<file path="config.mk">
export PLATFORM = sky130hd
export DESIGN_NAME = ppe_sequencer_flat
export DESIGN_NICKNAME = d
export VERILOG_FILES = /design/src/rtl/ppe_sequencer_if.sv /design/src/rtl/ppe_sequencer.sv /design/src/flat_wrapper.sv
export SDC_FILE = /design/constraint.sdc
export NUM_CORES = 1
export LEC_CHECK = 0
export ABC_AREA = 0
export CAP_MARGIN = 25
export CORE_MARGIN = 10
export CORE_UTILIZATION = 52
export CTS_BUF_LIST = sky130_fd_sc_hd__clkbuf_8
export DETAILED_ROUTE_END_ITERATION = 6
export GPL_TIMING_DRIVEN = 0
export PLACE_DENSITY = 0.93
export SLEW_MARGIN = 20
export SYNTH_ARGS = -nofsm -noshare
export SYNTH_HDL_FRONTEND = slang
export SYNTH_SLANG_ARGS = --single-unit
</file>
<file path="constraint.sdc">
create_clock -name clk -period 2.7 [get_ports clk]
set_input_delay 0.27 -clock clk [delete_from_list [all_inputs] [get_ports clk]]
set_output_delay 0.27 -clock clk [all_outputs]
set_load 0.01 [all_outputs]
</file>
<file path="src/rtl/ppe_sequencer_if.sv">
// Packet port bundle between a PPE router port and the PPE sequencer.
//
// Handshake: a word moves on a rising clk edge where valid && ready are both
// high. The sender holds valid and data stable until that edge; ready may
// change freely and never depends combinationally on valid.
interface ppe_sequencer_if;
    logic        pkt_in_valid;
    logic        pkt_in_ready;
    logic [32:0] pkt_in_data;
    logic        pkt_out_valid;
    logic        pkt_out_ready;
    logic [32:0] pkt_out_data;

    // Sequencer side: consumes pkt_in, produces pkt_out.
    modport slave (
        input  pkt_in_valid, pkt_in_data, pkt_out_ready,
        output pkt_in_ready, pkt_out_valid, pkt_out_data
    );

    // Router side: produces pkt_in, consumes pkt_out.
    modport master (
        output pkt_in_valid, pkt_in_data, pkt_out_ready,
        input  pkt_in_ready, pkt_out_valid, pkt_out_data
    );
endinterface

</file>
<file path="src/rtl/ppe_sequencer.sv">
// Partial-PE sequencer: decodes NoC packets, fills the weight and input
// register files, runs the 1-D sliding-window MAC per input row and emits
// one partial-sum packet per window, round-robin over the SPEs, followed by
// an IMEM request for the next row while the timestep still has rows left.
module ppe_sequencer #(
    parameter int         FILTER_SIZE  = 5,
    parameter int         IFMAP_SIZE   = 25,
    parameter int         WEIGHT_WIDTH = 8,
    parameter int         SUM_WIDTH    = 14,
    parameter int         NUM_ROWS     = 5,
    parameter int         NUM_SPE      = 5,
    parameter logic [3:0] PE_ID        = 4'd0,
    parameter logic [3:0] IMEM_ID      = 4'd10
) (
    input  logic                    clk,
    input  logic                    reset,
    ppe_sequencer_if.slave          bus,
    output logic                    w_we,
    output logic [2:0]              w_waddr,
    output logic [WEIGHT_WIDTH-1:0] w_wdata,
    output logic [2:0]              w_raddr,
    input  logic [WEIGHT_WIDTH-1:0] w_rdata,
    output logic                    i_we,
    output logic [IFMAP_SIZE-1:0]   i_wdata,
    output logic [4:0]              i_raddr,
    input  logic                    i_rdata,
    output logic [1:0]              ts,
    output logic [2:0]              row_cnt,
    output logic                    err,
    output logic [2:0]              dbg_state
);
    localparam int OUTPUT_DIM = IFMAP_SIZE - FILTER_SIZE + 1;

    typedef enum logic [2:0] {IDLE, WLOAD, ILOAD, MAC, DRAIN, EMIT, REQ} state_t;

    state_t                       state;
    logic [2:0]                   wptr;
    logic [1:0]                   wcnt;
    logic [15:0]                  wbuf;
    logic [2:0]                   tap;
    logic [4:0]                   win;
    logic [2:0]                   spe_ptr;
    logic signed [SUM_WIDTH-1:0]  acc;
    logic signed [SUM_WIDTH-1:0]  w_ext;
    logic signed [SUM_WIDTH-1:0]  acc_next;
    logic [3:0]                   opcode;

    assign opcode    = bus.pkt_in_data[28:25];
    assign dbg_state = state;
    assign w_ext     = {{(SUM_WIDTH-WEIGHT_WIDTH){w_rdata[WEIGHT_WIDTH-1]}}, w_rdata};

    // Accumulator including the RF pair returned this cycle (taken iff input bit is 1).
    always_comb begin
        acc_next = acc;
        if (i_rdata) acc_next = acc + w_ext;
    end

    // Main sequencer FSM with all outputs registered.
    always_ff @(posedge clk) begin
        if (reset) begin
            state             <= IDLE;
            bus.pkt_in_ready  <= 1'b1;
            bus.pkt_out_valid <= 1'b0;
            bus.pkt_out_data  <= '0;
            w_we              <= 1'b0;
            w_waddr           <= '0;
            w_wdata           <= '0;
            w_raddr           <= '0;
            i_we              <= 1'b0;
            i_wdata           <= '0;
            i_raddr           <= '0;
            ts                <= 2'd1;
            row_cnt           <= '0;
            err               <= 1'b0;
            wptr              <= '0;
            wcnt              <= '0;
            wbuf              <= '0;
            tap               <= '0;
            win               <= '0;
            spe_ptr           <= '0;
            acc               <= '0;
        end else begin
            case (state)
                IDLE: begin
                    if (bus.pkt_in_valid && bus.pkt_in_ready) begin
                        case (opcode)
                            4'd0: begin
                                // Byte 0 goes out now; bytes 1 and 2 follow from wbuf.
                                state            <= WLOAD;
                                bus.pkt_in_ready <= 1'b0;
                                w_we             <= 1'b1;
                                w_waddr          <= wptr;
                                w_wdata          <= bus.pkt_in_data[7:0];
                                wbuf             <= bus.pkt_in_data[23:8];
                                wcnt             <= 2'd1;
                            end
                            4'd1: begin
                                if (row_cnt < 3'(NUM_ROWS)) begin
                                    state            <= ILOAD;
                                    bus.pkt_in_ready <= 1'b0;
                                    i_we             <= 1'b1;
                                    i_wdata          <= bus.pkt_in_data[IFMAP_SIZE-1:0];
                                end else begin
                                    // Timestep already full: drop the row.
                                    err <= 1'b1;
                                end
                            end
                            4'd15: begin
                                row_cnt <= '0;
                                ts      <= ts + 2'd1;
                            end
                            default: err <= 1'b1;
                        endcase
                    end
                end
                WLOAD: begin
                    if (wcnt == 2'd3) begin
                        // Two 3-byte halves fill addresses 0..5 alternately.
                        w_we             <= 1'b0;
                        wptr             <= (wptr >= 3'd3) ? 3'd0 : 3'd3;
                        state            <= IDLE;
                        bus.pkt_in_ready <= 1'b1;
                    end else begin
                        w_waddr <= w_waddr + 3'd1;
                        w_wdata <= wbuf[7:0];
                        wbuf    <= {8'd0, wbuf[15:8]};
                        wcnt    <= wcnt + 2'd1;
                    end
                end
                ILOAD: begin
                    i_we    <= 1'b0;
                    row_cnt <= row_cnt + 3'd1;
                    win     <= '0;
                    tap     <= '0;
                    acc     <= '0;
                    w_raddr <= '0;
                    i_raddr <= '0;
                    state   <= MAC;
                end
                MAC: begin
                    // Read data lags the address by one cycle, so tap 0 has nothing to add yet.
                    if (tap != 3'd0) acc <= acc_next;
                    if (tap == 3'(FILTER_SIZE-1)) begin
                        state <= DRAIN;
                    end else begin
                        tap     <= tap + 3'd1;
                        w_raddr <= tap + 3'd1;
                        i_raddr <= win + 5'(tap) + 5'd1;
                    end
                end
                DRAIN: begin
                    acc               <= acc_next;
                    state             <= EMIT;
                    bus.pkt_out_valid <= 1'b1;
                    bus.pkt_out_data  <= {1'b0, spe_ptr, 4'd0,
                                          {(IFMAP_SIZE-SUM_WIDTH){acc_next[SUM_WIDTH-1]}}, acc_next};
                end
                EMIT: begin
                    if (bus.pkt_out_ready) begin
                        bus.pkt_out_valid <= 1'b0;
                        spe_ptr           <= (spe_ptr == 3'(NUM_SPE-1)) ? 3'd0 : spe_ptr + 3'd1;
                        win               <= win + 5'd1;
                        if (win + 5'd1 < 5'(OUTPUT_DIM)) begin
                            state   <= MAC;
                            tap     <= '0;
                            acc     <= '0;
                            w_raddr <= '0;
                            i_raddr <= win + 5'd1;
                        end else if (row_cnt < 3'(NUM_ROWS)) begin
                            state             <= REQ;
                            bus.pkt_out_valid <= 1'b1;
                            bus.pkt_out_data  <= {IMEM_ID, PE_ID, 25'd0};
                        end else begin
                            state            <= IDLE;
                            bus.pkt_in_ready <= 1'b1;
                        end
                    end
                end
                REQ: begin
                    if (bus.pkt_out_ready) begin
                        bus.pkt_out_valid <= 1'b0;
                        state             <= IDLE;
                        bus.pkt_in_ready  <= 1'b1;
                    end
                end
                default: begin
                    state            <= IDLE;
                    bus.pkt_in_ready <= 1'b1;
                end
            endcase
        end
    end
endmodule

</file>
<file path="src/flat_wrapper.sv">
// flat-port wrapper written by rule: the top's interface ports become plain ports
module ppe_sequencer_flat 
#(
    parameter int         FILTER_SIZE  = 5,
    parameter int         IFMAP_SIZE   = 25,
    parameter int         WEIGHT_WIDTH = 8,
    parameter int         SUM_WIDTH    = 14,
    parameter int         NUM_ROWS     = 5,
    parameter int         NUM_SPE      = 5,
    parameter logic [3:0] PE_ID        = 4'd0,
    parameter logic [3:0] IMEM_ID      = 4'd10
)
  (clk, reset, w_we, w_waddr, w_wdata, w_raddr, w_rdata, i_we, i_wdata, i_raddr, i_rdata, ts, row_cnt, err, dbg_state, bus_pkt_in_valid, bus_pkt_in_data, bus_pkt_out_ready, bus_pkt_in_ready, bus_pkt_out_valid, bus_pkt_out_data);
  ppe_sequencer_if bus_i ();
  input  logic clk;
  input  logic reset;
  output logic w_we;
  output logic [2:0] w_waddr;
  output logic [WEIGHT_WIDTH-1:0] w_wdata;
  output logic [2:0] w_raddr;
  input  logic [WEIGHT_WIDTH-1:0] w_rdata;
  output logic i_we;
  output logic [IFMAP_SIZE-1:0] i_wdata;
  output logic [4:0] i_raddr;
  input  logic i_rdata;
  output logic [1:0] ts;
  output logic [2:0] row_cnt;
  output logic err;
  output logic [2:0] dbg_state;
  input wire logic [$bits(bus_i.pkt_in_valid)-1:0] bus_pkt_in_valid;
  input wire logic [$bits(bus_i.pkt_in_data)-1:0] bus_pkt_in_data;
  input wire logic [$bits(bus_i.pkt_out_ready)-1:0] bus_pkt_out_ready;
  output wire logic [$bits(bus_i.pkt_in_ready)-1:0] bus_pkt_in_ready;
  output wire logic [$bits(bus_i.pkt_out_valid)-1:0] bus_pkt_out_valid;
  output wire logic [$bits(bus_i.pkt_out_data)-1:0] bus_pkt_out_data;
  assign bus_i.pkt_in_valid = bus_pkt_in_valid;
  assign bus_i.pkt_in_data = bus_pkt_in_data;
  assign bus_i.pkt_out_ready = bus_pkt_out_ready;
  assign bus_pkt_in_ready = bus_i.pkt_in_ready;
  assign bus_pkt_out_valid = bus_i.pkt_out_valid;
  assign bus_pkt_out_data = bus_i.pkt_out_data;
  ppe_sequencer #(.FILTER_SIZE(FILTER_SIZE), .IFMAP_SIZE(IFMAP_SIZE), .WEIGHT_WIDTH(WEIGHT_WIDTH), .SUM_WIDTH(SUM_WIDTH), .NUM_ROWS(NUM_ROWS), .NUM_SPE(NUM_SPE), .PE_ID(PE_ID), .IMEM_ID(IMEM_ID)) u_core (.clk(clk), .reset(reset), .bus(bus_i), .w_we(w_we), .w_waddr(w_waddr), .w_wdata(w_wdata), .w_raddr(w_raddr), .w_rdata(w_rdata), .i_we(i_we), .i_wdata(i_wdata), .i_raddr(i_raddr), .i_rdata(i_rdata), .ts(ts), .row_cnt(row_cnt), .err(err), .dbg_state(dbg_state));
endmodule
</file>
# Yosys cells after proc, flatten, opt, wreduce, memory -nomap -nowiden
# Index checks and enable logic that the tools add are counted.
[totals]
out_inout_bits = 90
latch_bits = 0
mem_bits_ro = 0
word_cells = 167
reg_bits = 133
mem_count = 0
ramBits = 0
[op_classes]
n_div = 0
add_sub_neg = 10
mux = 73
shift = 0
order_cmp = 3
eq_ne = 30
bitwise = 2
reduce_logical = 29
mul = 0
[op_table]
columns = ["op", "count"]
rows = [
  ["33-bit 2-to-1 mux", 3],
  ["33-bit one-hot mux with 2 select lines", 1],
  ["14-bit 2-to-1 mux", 4],
  ["14-bit one-hot mux with 4 select lines", 1],
  ["3-bit 2-to-1 mux", 17],
  ["16-bit 2-to-1 mux", 3],
  ["16-bit one-hot mux with 2 select lines", 1],
  ["4-bit AND reduction", 8],
  ["8-bit 2-to-1 mux", 3],
  ["3-bit one-hot mux with 7 select lines", 1],
  ["5-bit 2-to-1 mux", 4],
  ["2-bit inequality test, second input constant", 10],
  ["3-bit one-hot mux with 2 select lines", 3],
  ["1-bit 2-to-1 mux", 17],
  ["8-bit one-hot mux with 2 select lines", 1],
  ["3-bit equality test, second input constant", 5],
  ["5-bit one-hot mux with 3 select lines", 1],
  ["14-bit by 8-bit adder with 14-bit output", 1],
  ["2-bit by 1-bit inequality test with 1-bit output, second input constant", 7],
  ["3-bit by 1-bit adder with 3-bit output, second input constant", 4],
  ["5-bit by 1-bit adder with 5-bit output, second input constant", 2],
  ["5-bit one-hot mux with 2 select lines", 1],
  ["3-bit one-hot mux with 3 select lines", 1],
  ["3-bit AND reduction", 3],
  ["29 further kinds", 45],
]

# Depth between registers and ports, before layout
[depth]
ltp_word = 5
depth_mapped = 10
ltp_nobuf = 10

# Least setup slack after synthesis
# OpenSTA, ideal clock, no wires.
[synth_path]
kind = "reg2reg"
from = "register u_core.win[1]"
to = "register u_core.acc[11]"
arrival_time_ns = 2.075
setup_ns = 0.117
t_required_ns = 2.583
path_stages_with_launch = 10
setup_slack_ns = 0.508
synth_period_minus_slack_ns = 2.192
path_cell_list = "dfxtp_1 > ha_1 > a211oi_1 > a41oi_1 > o22a_2 > o21a_1 > buf_2 > a21o_1 > nor2b_1 > a22o_1"
[synth_via]
elab_chain_cells = 4
[synth_lines]
columns = ["item", "line_no", "rtl"]
rows = [
  ["from (decl)", "ppe_sequencer.sv:41", "logic [4:0] win;"],
  ["from (signal assigned)", "ppe_sequencer.sv:162", "win <= win + 5'd1;"],
  ["5-bit by 1-bit adder with 5-bit output", "ppe_sequencer.sv:163", "if (win + 5'd1 < 5'(OUTPUT_DIM)) begin"],
  ["5-bit less-than comparator", "ppe_sequencer.sv:163", ""],
  ["2-bit by 1-bit inequality test with 1-bit output (no source line)", "n/a", ""],
  ["4-bit AND reduction (no source line)", "n/a", ""],
  ["to (signal assigned)", "ppe_sequencer.sv:142", "if (tap != 3'd0) acc <= acc_next;"],
  ["to (signal assigned)", "ppe_sequencer.sv:152", "acc <= acc_next;"],
  ["to (decl)", "ppe_sequencer.sv:43", "logic signed [SUM_WIDTH-1:0] acc;"],
]
# No other way between the ends.
# A chain may end at the register's enable or synchronous reset.

# Worst setup path in the final report
[layout_path]
from = "register u_core.state[2], in the netlist u_core.dbg_state[2]"
to = "register u_core.tap[2]"
[layout_via]
elab_chain_cells = 3
elab_cells_between_ends = 9
[layout_lines]
columns = ["item", "line_no", "rtl"]
rows = [
  ["from (decl)", "ppe_sequencer.sv:36", "state_t state;"],
  ["from (signal assigned)", "ppe_sequencer.sv:61", "state <= IDLE;"],
  ["from (signal assigned)", "ppe_sequencer.sv:89", "state <= WLOAD;"],
  ["from (signal assigned)", "ppe_sequencer.sv:99", "state <= ILOAD;"],
  ["3-bit by 2-bit equality test with 1-bit output or 3-bit equality test (tied branches)", "ppe_sequencer.sv:83", "case (state)"],
  ["2-bit inequality test (no source line) (tied with other cells)", "n/a", ""],
  ["4-bit AND reduction (no source line)", "n/a", ""],
  ["to (signal assigned)", "ppe_sequencer.sv:146", "tap <= tap + 3'd1;"],
  ["to (decl)", "ppe_sequencer.sv:40", "logic [2:0] tap;"],
]
# Parallel ways exist; a longest one is shown, timed or not.

==> results.py <==
metrics = {
    "global_route": {
        "antenna_found_initial": 0,
        "grt_overflow": 0,
        "track_usage_pct": 21.1,
        "grt_pass1_wl_um": 28100,
        "grt_max_degree": 17,
        "grt_pass1_vias": 5696,
    },
    "sta": {
        "post-route-period-util_pct": 93.1,
        "finalSetupViolations": 0,
        "fin_skew_ns": 0.0165,
        "fmax_ghz": 0.398,
        "period_minus_slack_ns": 2.51,
        "tns_ns": 0,
        "slew_headroom_pct": 47.8,
        "setup_ws_ns": 0.185,
        "rsz0062_at_grt": "false",
        "slew_violations": 0,
        "hold_viol": 0,
        "worstMarginPinSlew_ns": 0.782,
    },
    "floorplan": {
        "dieArea_mm2": 0.0160,
        "initial_core_util_pct": 53.7,
        "rows": 38,
        "core_area_mm2": 0.0110,
        "ioPinCount": 136,
        "die_x_um": 126,
        "die_h_um": 126,
    },
    "worst_setup_path": {
        "cp.required_ns": 3.00,
        "cp-start-kind": "register",
        "end_kind": "register",
        "crit_arrival_ns": 2.82,
        "cp_max_fo": 10,
        "critPathKind": "register to register",
    },
    "drt": {
        "via_per_inst": 5.78,
        "wl_per_cell_um": 17.5,
        "dr_total_vias": 5916,
        "drt_iter0_drc": 544,
        "drt-total-wl_um": 17900,
        "postRouteAntennaNets": 0,
        "firstDrtPassIters": 5,
        "drc": 0,
    },
    "logic_synthesis": {
        "synth-seq-cells": 116,
        "synth-async-reset-ratio_pct": 0,
        "synth_top_area_cell": "dfxtp_1",
        "synth_most_common_cell": "nand2_1",
        "syn_avg_cell_area_um2": 8.14,
        "syn_area_mm2": 0.00590,
        "yosys_warnings": 0,
        "synth_cell_type_count": 62,
        "synth_seq_area_share_pct": 39.4,
        "synthTopCellsByCount": "nand2_1 (133), dfxtp_1 (116), nor2_1 (93), a21oi_1 (64), ha_1 (24)",
        "synth_area_leaders": "dfxtp_1 (39%), nand2_1 (8.5%), nor2_1 (5.9%), a21oi_1 (5.4%), ha_1 (5.1%)",
        "syn_inst": 724,
        "synth_top_flop_cell": "dfxtp_1",
        "synth_edf_count": 0,
        "synth_top_area_share_pct": 39.4,
    },
    "clock_network": {
        "clock_path_buffers": 2,
        "clk_latency_ns": 0.43,
        "numCtsBuffers": 17,
        "clock-root-buffer": "clkbuf_8",
        "htree_levels": 4,
        "cts_sinks": 116,
        "cts_tree": "done",
        "post-cts-setup-buffers": 0,
        "clk_pin_slew_ns": 0.07,
    },
    "place": {
        "dp_cells": 993,
        "place_congestion": 0.916,
        "io_buffers": 126,
        "post-place-ws_ns": -0.0539,
        "hpwlAfterDp_um": 13000,
    },
    "cells_and_area": {
        "final_nets": 944,
        "diodes": 0,
        "drive_above_1_share_pct": 9.73,
        "fill_cells": 784,
        "final_cells": 1024,
        "syn_to_final_growth_pct": 32.5,
    },
    "pwr": {
        "finalPower_uw": 4390,
        "max-vdd-ir-drop_v": 0.000366,
        "p_per_area_mw_per_mm2": 562,
        "p_leak_uw": 0.00290,
    },
    "min_path": {
        "hold_path_class": "input port to register",
    },
    "outcome": {
        "status": "finished, final reports clean",
    },
    "run": {
        "cap_viol_max_count": 0,
    },
}
==> path summary, 6_finish.rpt <==
kind,from,slack [ns],cells past startpoint,to
worst max-delay path,u_core.dbg_state[2],0.19,9,u_core.tap[2]
worst max register to register,u_core.dbg_state[2],0.19,9,u_core.tap[2]
worst min-delay path,bus_pkt_in_data[24],0.39,3,u_core.i_wdata[24]
worst min register to register,u_core.i_wdata[4],0.45,2,u_core.i_wdata[4]
==> worst max-delay path, stage by stage (launching register included) <==
cell and delay [ns]:
dfxtp_1 0.40, buf_2 0.24, nand2b_1 0.13, nor2_1 0.37, nand2_1 0.32, o21ai_0 0.32, buf_2 0.28, o21ai_0 0.11
a21oi_1 0.17, nor2_1 0.05
==> flip-flops by register name, indices dropped and copies added (netlist names), 2 cells and up <==
register                 cells
u_core.w_wdata               8
u_core.dbg_state             3
u_core.i_raddr               5
u_core.spe_ptr               3
u_core.wcnt                  2
u_core.acc                  14
u_core.tap                   3
u_core.ts                    2
u_core.w_waddr               3
u_core.bus.pkt_out_data     18
u_core.win                   5
u_core.row_cnt               3
u_core.wbuf                 16
u_core.i_wdata              25
==> cells in the final DEF, fill, tap and decap left out, drive strengths merged, types with 4 or more instances in the layout <==
cell,n
or2,4
clkdlybuf4s50,126
nor2,93
xnor2,12
nand3b,4
a31oi,4
a221oi,5
nand4,5
clkinv,4
a21oi,64
nor2b,5
a211oi,8
a41oi,4
dfxtp,116
clkbuf,40
xor2,6
nand3,11
nand2b,7
nor3,14
a21o,9
mux2,5
inv,23
nand2,133
buf,31
mux2i,5
o21a,7
a22oi,22
ha,24
conb,4
bufinv,5
o21ai,23
a311oi,20
==> per-layer routing <==
metal	vias to the layer above	global-route usage [%]	routed length, µm
met5	-	0	0
met4	0	8.51	496
met3	52	5.87	1660
met2	318	34.3	8530
met1	2718	25.6	7220
li1	2828	-	-
==> cells by family after synthesis <==
family,share of synthesized area [%]
simple gates,20.9
compound gates,23.0
flops,39.4
buf+inv,6.24
fa+ha+maj,5.94
xor+xnor,2.67
mux,1.80
other cells,0.0636
==> power breakdown <==
part | switching [µW] | total (µW) | internal [µW]
Combinational | 388 | 684 | 296
Sequential | 47.4 | 1830 | 1780
Clock | 771 | 1880 | 1110
==> final cells by class <==
class | count | area (µm²) | area share, %
clock inverter | 14 | 224 | 2.87
timing repair buffer | 126 | 1260 | 16.1
buffer | 54 | 297 | 3.80
inverter | 19 | 71.3 | 0.913
multi-input combinational | 538 | 3230 | 41.3
tap | 140 | 175 | 2.24
sequential | 116 | 2320 | 29.7
clock buffer | 17 | 234 | 3.00
==> through the flow <==
stage          utilization (%)  hold slack (ns)  cell area [µm²]
3_3_place_gp              66.9            0.438             7340
5_1_grt                   71.1            0.408             7810
3_5_place_dp              66.9            0.443             7340
2_1_floorplan                -            0.386             5910
6_report                  71.1            0.392             7810
4_1_cts                   71.0            0.381             7800
==> what timing repair did <==
action / 4_1_cts / 5_1_grt
hold buffers: 0 / 0
resized for setup: 0 / 2
setup endpoints to repair: 0 / 3
Power figures use the tool's default switching activity.
